[src/rtl/led_pwm_fader.sv]
// rtl/led_pwm_fader.sv - three-channel PWM LED fader that ramps each channel linearly toward its on/off target
module led_pwm_fader #(
  parameter int unsigned STEP_MAX = 98038,
  parameter logic        OUT_INV  = 1'b0
) (
  input  logic       sys_clk,
  input  logic       sys_rst,
  input  logic [2:0] led_in,
  output logic [2:0] pwm_out,
  output logic       fading
);

  localparam int STEP_W = (STEP_MAX < 2) ? 1 : $clog2(STEP_MAX + 1);
  localparam logic [STEP_W-1:0] STEP_LAST = STEP_W'(STEP_MAX);

  logic [2:0]        led_q;
  logic [7:0]        pwm_cnt;
  logic [STEP_W-1:0] step_cnt;
  logic              step_tick;
  logic [2:0][7:0]   level;
  logic [2:0][7:0]   target;
  logic [2:0]        pwm_raw;

  assign step_tick = (step_cnt == STEP_LAST);

  always_ff @(posedge sys_clk or posedge sys_rst) begin
    if (sys_rst) begin
      led_q <= 3'b000;
    end else begin
      led_q <= led_in;
    end
  end

  // 255-clock period so that level 255 never compares false and stays solid on
  always_ff @(posedge sys_clk or posedge sys_rst) begin
    if (sys_rst) begin
      pwm_cnt <= 8'd0;
    end else if (pwm_cnt == 8'd254) begin
      pwm_cnt <= 8'd0;
    end else begin
      pwm_cnt <= pwm_cnt + 8'd1;
    end
  end

  always_ff @(posedge sys_clk or posedge sys_rst) begin
    if (sys_rst) begin
      step_cnt <= '0;
    end else if (step_tick) begin
      step_cnt <= '0;
    end else begin
      step_cnt <= step_cnt + 1'b1;
    end
  end

  always_comb begin
    target = '0;
    for (int i = 0; i < 3; i++) begin
      target[i] = {8{led_q[i]}};
    end
  end

  // Targets are only ever 0 or 255, so stepping toward them can never wrap
  always_ff @(posedge sys_clk or posedge sys_rst) begin
    if (sys_rst) begin
      level <= '0;
    end else if (step_tick) begin
      for (int i = 0; i < 3; i++) begin
        if (level[i] < target[i]) begin
          level[i] <= level[i] + 8'd1;
        end else if (level[i] > target[i]) begin
          level[i] <= level[i] - 8'd1;
        end
      end
    end
  end

  always_comb begin
    pwm_raw = 3'b000;
    fading  = 1'b0;
    for (int i = 0; i < 3; i++) begin
      pwm_raw[i] = (pwm_cnt < level[i]);
      if (level[i] != target[i]) begin
        fading = 1'b1;
      end
    end
  end

  always_ff @(posedge sys_clk or posedge sys_rst) begin
    if (sys_rst) begin
      pwm_out <= {3{OUT_INV}};
    end else begin
      pwm_out <= pwm_raw ^ {3{OUT_INV}};
    end
  end

endmodule

[config.mk]
export PLATFORM = sky130hd
export DESIGN_NAME = led_pwm_fader
export DESIGN_NICKNAME = d
export VERILOG_FILES = /design/src/rtl/led_pwm_fader.sv
export SDC_FILE = /design/constraint.sdc
export NUM_CORES = 1
export LEC_CHECK = 0
export CAP_MARGIN = 25
export CORE_ASPECT_RATIO = 0.8
export CORE_MARGIN = 3
export CORE_UTILIZATION = 48
export DETAILED_ROUTE_END_ITERATION = 12
export GPL_TIMING_DRIVEN = 0
export PLACE_DENSITY = 0.66
export SYNTH_ARGS = -nofsm -noshare
export SYNTH_HDL_FRONTEND = slang
export SYNTH_SLANG_ARGS = --single-unit
[constraint.sdc]
create_clock -name sys_clk -period 3.99 [get_ports sys_clk]
set_input_delay 0.798 -clock sys_clk [delete_from_list [all_inputs] [get_ports sys_clk]]
set_output_delay 0.798 -clock sys_clk [all_outputs]
set_load 0.02 [all_outputs]
==> flow_summary.html <==
<table>
<tr><th>Metric</th><th>Value</th></tr>
<tr><th colspan="2">Power and ir drop</th></tr>
<tr><td>Leakage power</td><td>0.00216 uW</td></tr>
<tr><td>Power per standard cell area</td><td>between 200 and 250 nW/um^2</td></tr>
<tr><td>Max VDD drop</td><td>around 0.18 mV</td></tr>
<tr><td>Power, Total</td><td>about 1000 uW</td></tr>
<tr><th colspan="2">Outcome</th></tr>
<tr><td>Status</td><td>finished clean</td></tr>
<tr><th colspan="2">Critical path</th></tr>
<tr><td>Signal arrival time at the worst endpoint</td><td>3.57 ns</td></tr>
<tr><td>Number of buffers and inverters on the critical path</td><td>1</td></tr>
<tr><td>Most common cell on crit path</td><td>sky130_fd_sc_hd__a21oi_1</td></tr>
<tr><td>Crit path kind</td><td>reg2reg</td></tr>
<tr><td>Critical Path, Cell by Cell</td><td>inv_1 -&gt; ha_1 -&gt; nor2b_1 -&gt; o211ai_1 -&gt; a21oi_1 -&gt; nand2b_1 -&gt; fa_1 -&gt; a21o_1 -&gt; a21oi_1 -&gt; o21bai_1 -&gt; a21oi_1 -&gt; xnor2_1 -&gt; mux2_2</td></tr>
<tr><td>Endpoint type of the worst setup path</td><td>register</td></tr>
<tr><td>Worst stage delay on the critical path</td><td>0.47 ns</td></tr>
<tr><td>Crit path required time</td><td>around 4.2 ns</td></tr>
<tr><td>Library cell contributing the largest single delay on the critical path</td><td>sky130_fd_sc_hd__fa_1</td></tr>
<tr><td>Crit Path Max Fanout</td><td>7</td></tr>
<tr><td>Startpoint class of the critical path</td><td>register</td></tr>
<tr><td>Kind of cell adding the most delay to the critical path</td><td>compound AO/OA/AOI/OAI gates</td></tr>
<tr><th colspan="2">Floorplan</th></tr>
<tr><td>Die Outline Area</td><td>around 9600 um^2</td></tr>
<tr><td>Die boundary height</td><td>~88 um</td></tr>
<tr><td>Chip Width</td><td>around 110 um</td></tr>
<tr><td>Number of top-level design ports</td><td>9</td></tr>
<tr><td>Area of the core</td><td>slightly above 8000 um^2</td></tr>
<tr><td>Cell Rows</td><td>29</td></tr>
<tr><td>Initial standard-cell utilization of the core</td><td>50.2%</td></tr>
<tr><th colspan="2">GRT</th></tr>
<tr><td>First-pass GRT wire length</td><td>approximately 14,000 um</td></tr>
<tr><td>Overall routing resource usage</td><td>18.2%</td></tr>
<tr><td>Vias in the first global route</td><td>between 2,000 and 3,000</td></tr>
<tr><td>Maximum number of pins on one net before global-route repair</td><td>30</td></tr>
<tr><td>Number of antenna violations at the first check in global routing</td><td>0</td></tr>
<tr><td>Overflow left after global routing</td><td>0</td></tr>
<tr><th colspan="2">Timing</th></tr>
<tr><td>Final hold violation count</td><td>0</td></tr>
<tr><td>Skew final</td><td>roughly 0.0095 ns</td></tr>
<tr><td>Final clock period utilization by the worst path</td><td>roughly 84%</td></tr>
<tr><td>Worst-Margin Slew</td><td>around 0.62 ns</td></tr>
<tr><td>Number of setup violations in the final report</td><td>0</td></tr>
<tr><td>Max-slew headroom at the worst pin</td><td>about three fifths</td></tr>
<tr><td>Unrepaired setup endpoints after global routing</td><td>no</td></tr>
<tr><td>Final setup TNS</td><td>0 ns</td></tr>
<tr><td>Final critical-path required period</td><td>between 3 and 4 ns</td></tr>
<tr><td>Timing-limited maximum frequency</td><td>around 300 MHz</td></tr>
<tr><td>Max Transition Viols Final</td><td>0</td></tr>
<tr><th colspan="2">Clock network</th></tr>
<tr><td>Root buffer cell</td><td>sky130_fd_sc_hd__clkbuf_8</td></tr>
<tr><td>Maximum buffer depth of the clock tree</td><td>2</td></tr>
<tr><td>Inserted Clock Buffers</td><td>5</td></tr>
<tr><td>Total of cells resized after clock tree synthesis</td><td>0</td></tr>
<tr><td>Setup Buffers After CTS</td><td>0</td></tr>
<tr><td>Clock transition at path regs</td><td>0.11 ns</td></tr>
<tr><td>Clock Latency Late Sink</td><td>about 0.31 ns</td></tr>
<tr><td>Count of hold buffers inserted by post-cts repair</td><td>0</td></tr>
<tr><td>Number of sinks handled by clock tree synthesis</td><td>55</td></tr>
<tr><td>H-tree depth</td><td>2</td></tr>
<tr><td>CTS tree</td><td>yes</td></tr>
<tr><th colspan="2">Logic synthesis</th></tr>
<tr><td>Number of standard cells after synthesis</td><td>between 400 and 500</td></tr>
<tr><td>Mean cell area of the mapped netlist</td><td>9.40 um^2</td></tr>
<tr><td>Summed instance area of the synthesized netlist</td><td>between 4000 and 5000 um^2</td></tr>
<tr><td>Yosys synthesis warning count</td><td>0</td></tr>
<tr><td>Number of register bits inferred by synthesis</td><td>between 50 and 60</td></tr>
<tr><td>Synth cell types</td><td>36</td></tr>
<tr><td>Fraction of the yosys area taken by sequential cells</td><td>around a third</td></tr>
<tr><td>Syn nets</td><td>between 500 and 600</td></tr>
<tr><th colspan="2">Layout</th></tr>
<tr><td>Area overhead of the layout relative to synthesis</td><td>9.19%</td></tr>
<tr><td>Count of fill cells added during filler insertion</td><td>720</td></tr>
<tr><td>Diode count</td><td>0</td></tr>
<tr><td>Number of nets in the final layout</td><td>between 500 and 600</td></tr>
<tr><td>Area taken by flip-flops and latches</td><td>approximately 1400 um^2</td></tr>
<tr><td>Ratio of cells with drive above 1 in the final layout</td><td>around 4.9%</td></tr>
<tr><td>Post-route non-filler standard cell count</td><td>555</td></tr>
<tr><td>Area of the multi-input gates</td><td>approximately 2500 um^2</td></tr>
<tr><td>Non-Filler Cell Area, Final</td><td>4420 um^2</td></tr>
<tr><th colspan="2">Placed design</th></tr>
<tr><td>Quantity of I/O buffers inserted on ports</td><td>8</td></tr>
<tr><td>HPWL after detailed placement</td><td>roughly 5900 um</td></tr>
<tr><td>Cell Area, Placed</td><td>about 4300 um^2</td></tr>
<tr><td>Final weighted congestion in routability-driven placement</td><td>roughly 0.83</td></tr>
<tr><td>Cell count after placement</td><td>approximately 550</td></tr>
<tr><th colspan="2">Min path</th></tr>
<tr><td>Worst min-delay path category</td><td>reg2reg</td></tr>
<tr><th colspan="2">Drt</th></tr>
<tr><td>Antenna Violating Nets Remaining</td><td>0</td></tr>
<tr><td>Avg Vias per Cell</td><td>5.34</td></tr>
<tr><td>Via count</td><td>around 3,000</td></tr>
<tr><td>Initial detailed-routing violation count</td><td>96</td></tr>
<tr><td>Post-Route WL</td><td>7640 um</td></tr>
<tr><td>Routed WL per cell</td><td>13.8 um</td></tr>
<tr><td>Total iterations of the first detailed-routing run</td><td>4</td></tr>
<tr><td>DRC violation count after routing</td><td>0</td></tr>
<tr><th colspan="2">Job</th></tr>
<tr><td>Number of max-capacitance violations reported</td><td>0</td></tr>
</table>
[area by class of cell]
class | instances | area share [%]
inverter | 36 | 3.06
sequential | 55 | 31.2
clock buffer | 5 | 1.56
buffer | 5 | 0.680
timing repair buffer | 9 | 2.27
clock inverter | 3 | 1.53
multi-input combinational | 334 | 56.7
tap | 108 | 3.06
[layout by cell type (no fill, tap or decap), types with 8 or more instances in the layout]
master                             n
sky130_fd_sc_hd__a21oi_1          29
sky130_fd_sc_hd__xor2_1           17
sky130_fd_sc_hd__inv_1            35
sky130_fd_sc_hd__a21o_1           17
sky130_fd_sc_hd__nor2_1           34
sky130_fd_sc_hd__clkdlybuf4s50_1   8
sky130_fd_sc_hd__nand3_1          17
sky130_fd_sc_hd__xnor2_1          20
sky130_fd_sc_hd__o21ai_0          31
sky130_fd_sc_hd__dfrtp_1          55
sky130_fd_sc_hd__nand2_1          32
sky130_fd_sc_hd__o211ai_1          8
sky130_fd_sc_hd__ha_1             68
sky130_fd_sc_hd__nand4_1           9
[power by group]
group          switching (uW)  leakage (uW)  internal, uW
Clock                     192     0.0000644           250
Combinational            25.7       0.00136          14.1
Sequential               1.01      0.000733           559
Total                     219       0.00216           823
[synth_stat cells]
library cell                n  area [um^2]
sky130_fd_sc_hd__nor2b_1    3         18.8
sky130_fd_sc_hd__inv_1     36          135
sky130_fd_sc_hd__o21ai_0   31          155
sky130_fd_sc_hd__and4_1     3         26.3
sky130_fd_sc_hd__a21boi_2   2         22.5
sky130_fd_sc_hd__o211ai_1   8         60.1
sky130_fd_sc_hd__or2_2      1         6.26
sky130_fd_sc_hd__a21oi_1   29          145
sky130_fd_sc_hd__nand3_2    1         10.0
sky130_fd_sc_hd__nor3_1     3         15.0
sky130_fd_sc_hd__o31ai_1    2         15.0
sky130_fd_sc_hd__and3_1     1         6.26
sky130_fd_sc_hd__clkbuf_1   2         7.51
sky130_fd_sc_hd__nor2_1    34          128
sky130_fd_sc_hd__ha_1      68          851
sky130_fd_sc_hd__nand2b_1   7         43.8
sky130_fd_sc_hd__nand3_1   17         85.1
sky130_fd_sc_hd__a21boi_4   1         18.8
sky130_fd_sc_hd__mux2i_1    1         10.0
sky130_fd_sc_hd__nand2_1   32          120
sky130_fd_sc_hd__nor4_1     1         6.26
sky130_fd_sc_hd__a31oi_1    4         25.0
sky130_fd_sc_hd__a21o_1    17          128
sky130_fd_sc_hd__and3_2     1         7.51
sky130_fd_sc_hd__dfrtp_1   55         1380
sky130_fd_sc_hd__nor4_4     1         21.3
sky130_fd_sc_hd__buf_4      3         22.5
sky130_fd_sc_hd__nand4_1    9         56.3
sky130_fd_sc_hd__o21bai_1   5         37.5
sky130_fd_sc_hd__fa_1       3         60.1
sky130_fd_sc_hd__xor2_1    17          149
sky130_fd_sc_hd__a211o_1    2         17.5
sky130_fd_sc_hd__xnor2_1   20          175
sky130_fd_sc_hd__a211oi_1   3         22.5
sky130_fd_sc_hd__o21a_1     5         37.5
sky130_fd_sc_hd__mux2_2     2         22.5
[final timing paths]
| check | endpoint | startpoint | slack [ns] | cells after the start |
|---|---|---|---|---|
| max reg2reg | level[14] | led_q[1] | 0.63 | 13 |
| min reg2reg | level[7] | level[7] | 0.51 | 1 |
| max | level[14] | led_q[1] | 0.63 | 13 |
| min | level[7] | level[7] | 0.51 | 1 |
| min in group asynchronous | led_q[1] | sys_rst | 0.86 | 2 |
| max in group asynchronous | level[0] | sys_rst | 2.57 | 3 |
[registers in the layout, summed over array words and instances, names as in the netlist]
| name | cells |
|---|---|
| led_q | 3 |
| pwm_cnt | 8 |
| step_cnt | 17 |
| level | 24 |
| pwm_out | 3 |
[per-stage QoR]
step	setup WS, ns	utilization (%)	hold slack [ns]
after floorplan	1.08	-	0.470
after global placement	0.737	52.9	0.496
after detailed placement	0.685	53.1	0.499
after CTS	0.668	54.8	0.517
after global routing	0.332	54.8	0.545
final	0.628	54.8	0.508
[cell families (layout without fill, tap and decap cells)]
kind of cell,Yosys count,in the layout,synth area share [%]
compound gates,109,109,16.9
mux,3,3,0.804
buf+inv,41,58,4.08
flops,55,55,34.0
xor+xnor,37,37,8.01
fa+ha+maj,71,71,22.5
simple gates,114,114,13.6
[per-layer routing]
layer | routed length (um) | track usage, %
met1 | 4030 | 25.8
met2 | 3380 | 28.8
met3 | 135 | 3.54
met4 | 99 | 4.36
met5 | 0 | 0
No activity file was read; power rests on OpenSTA's default activity.
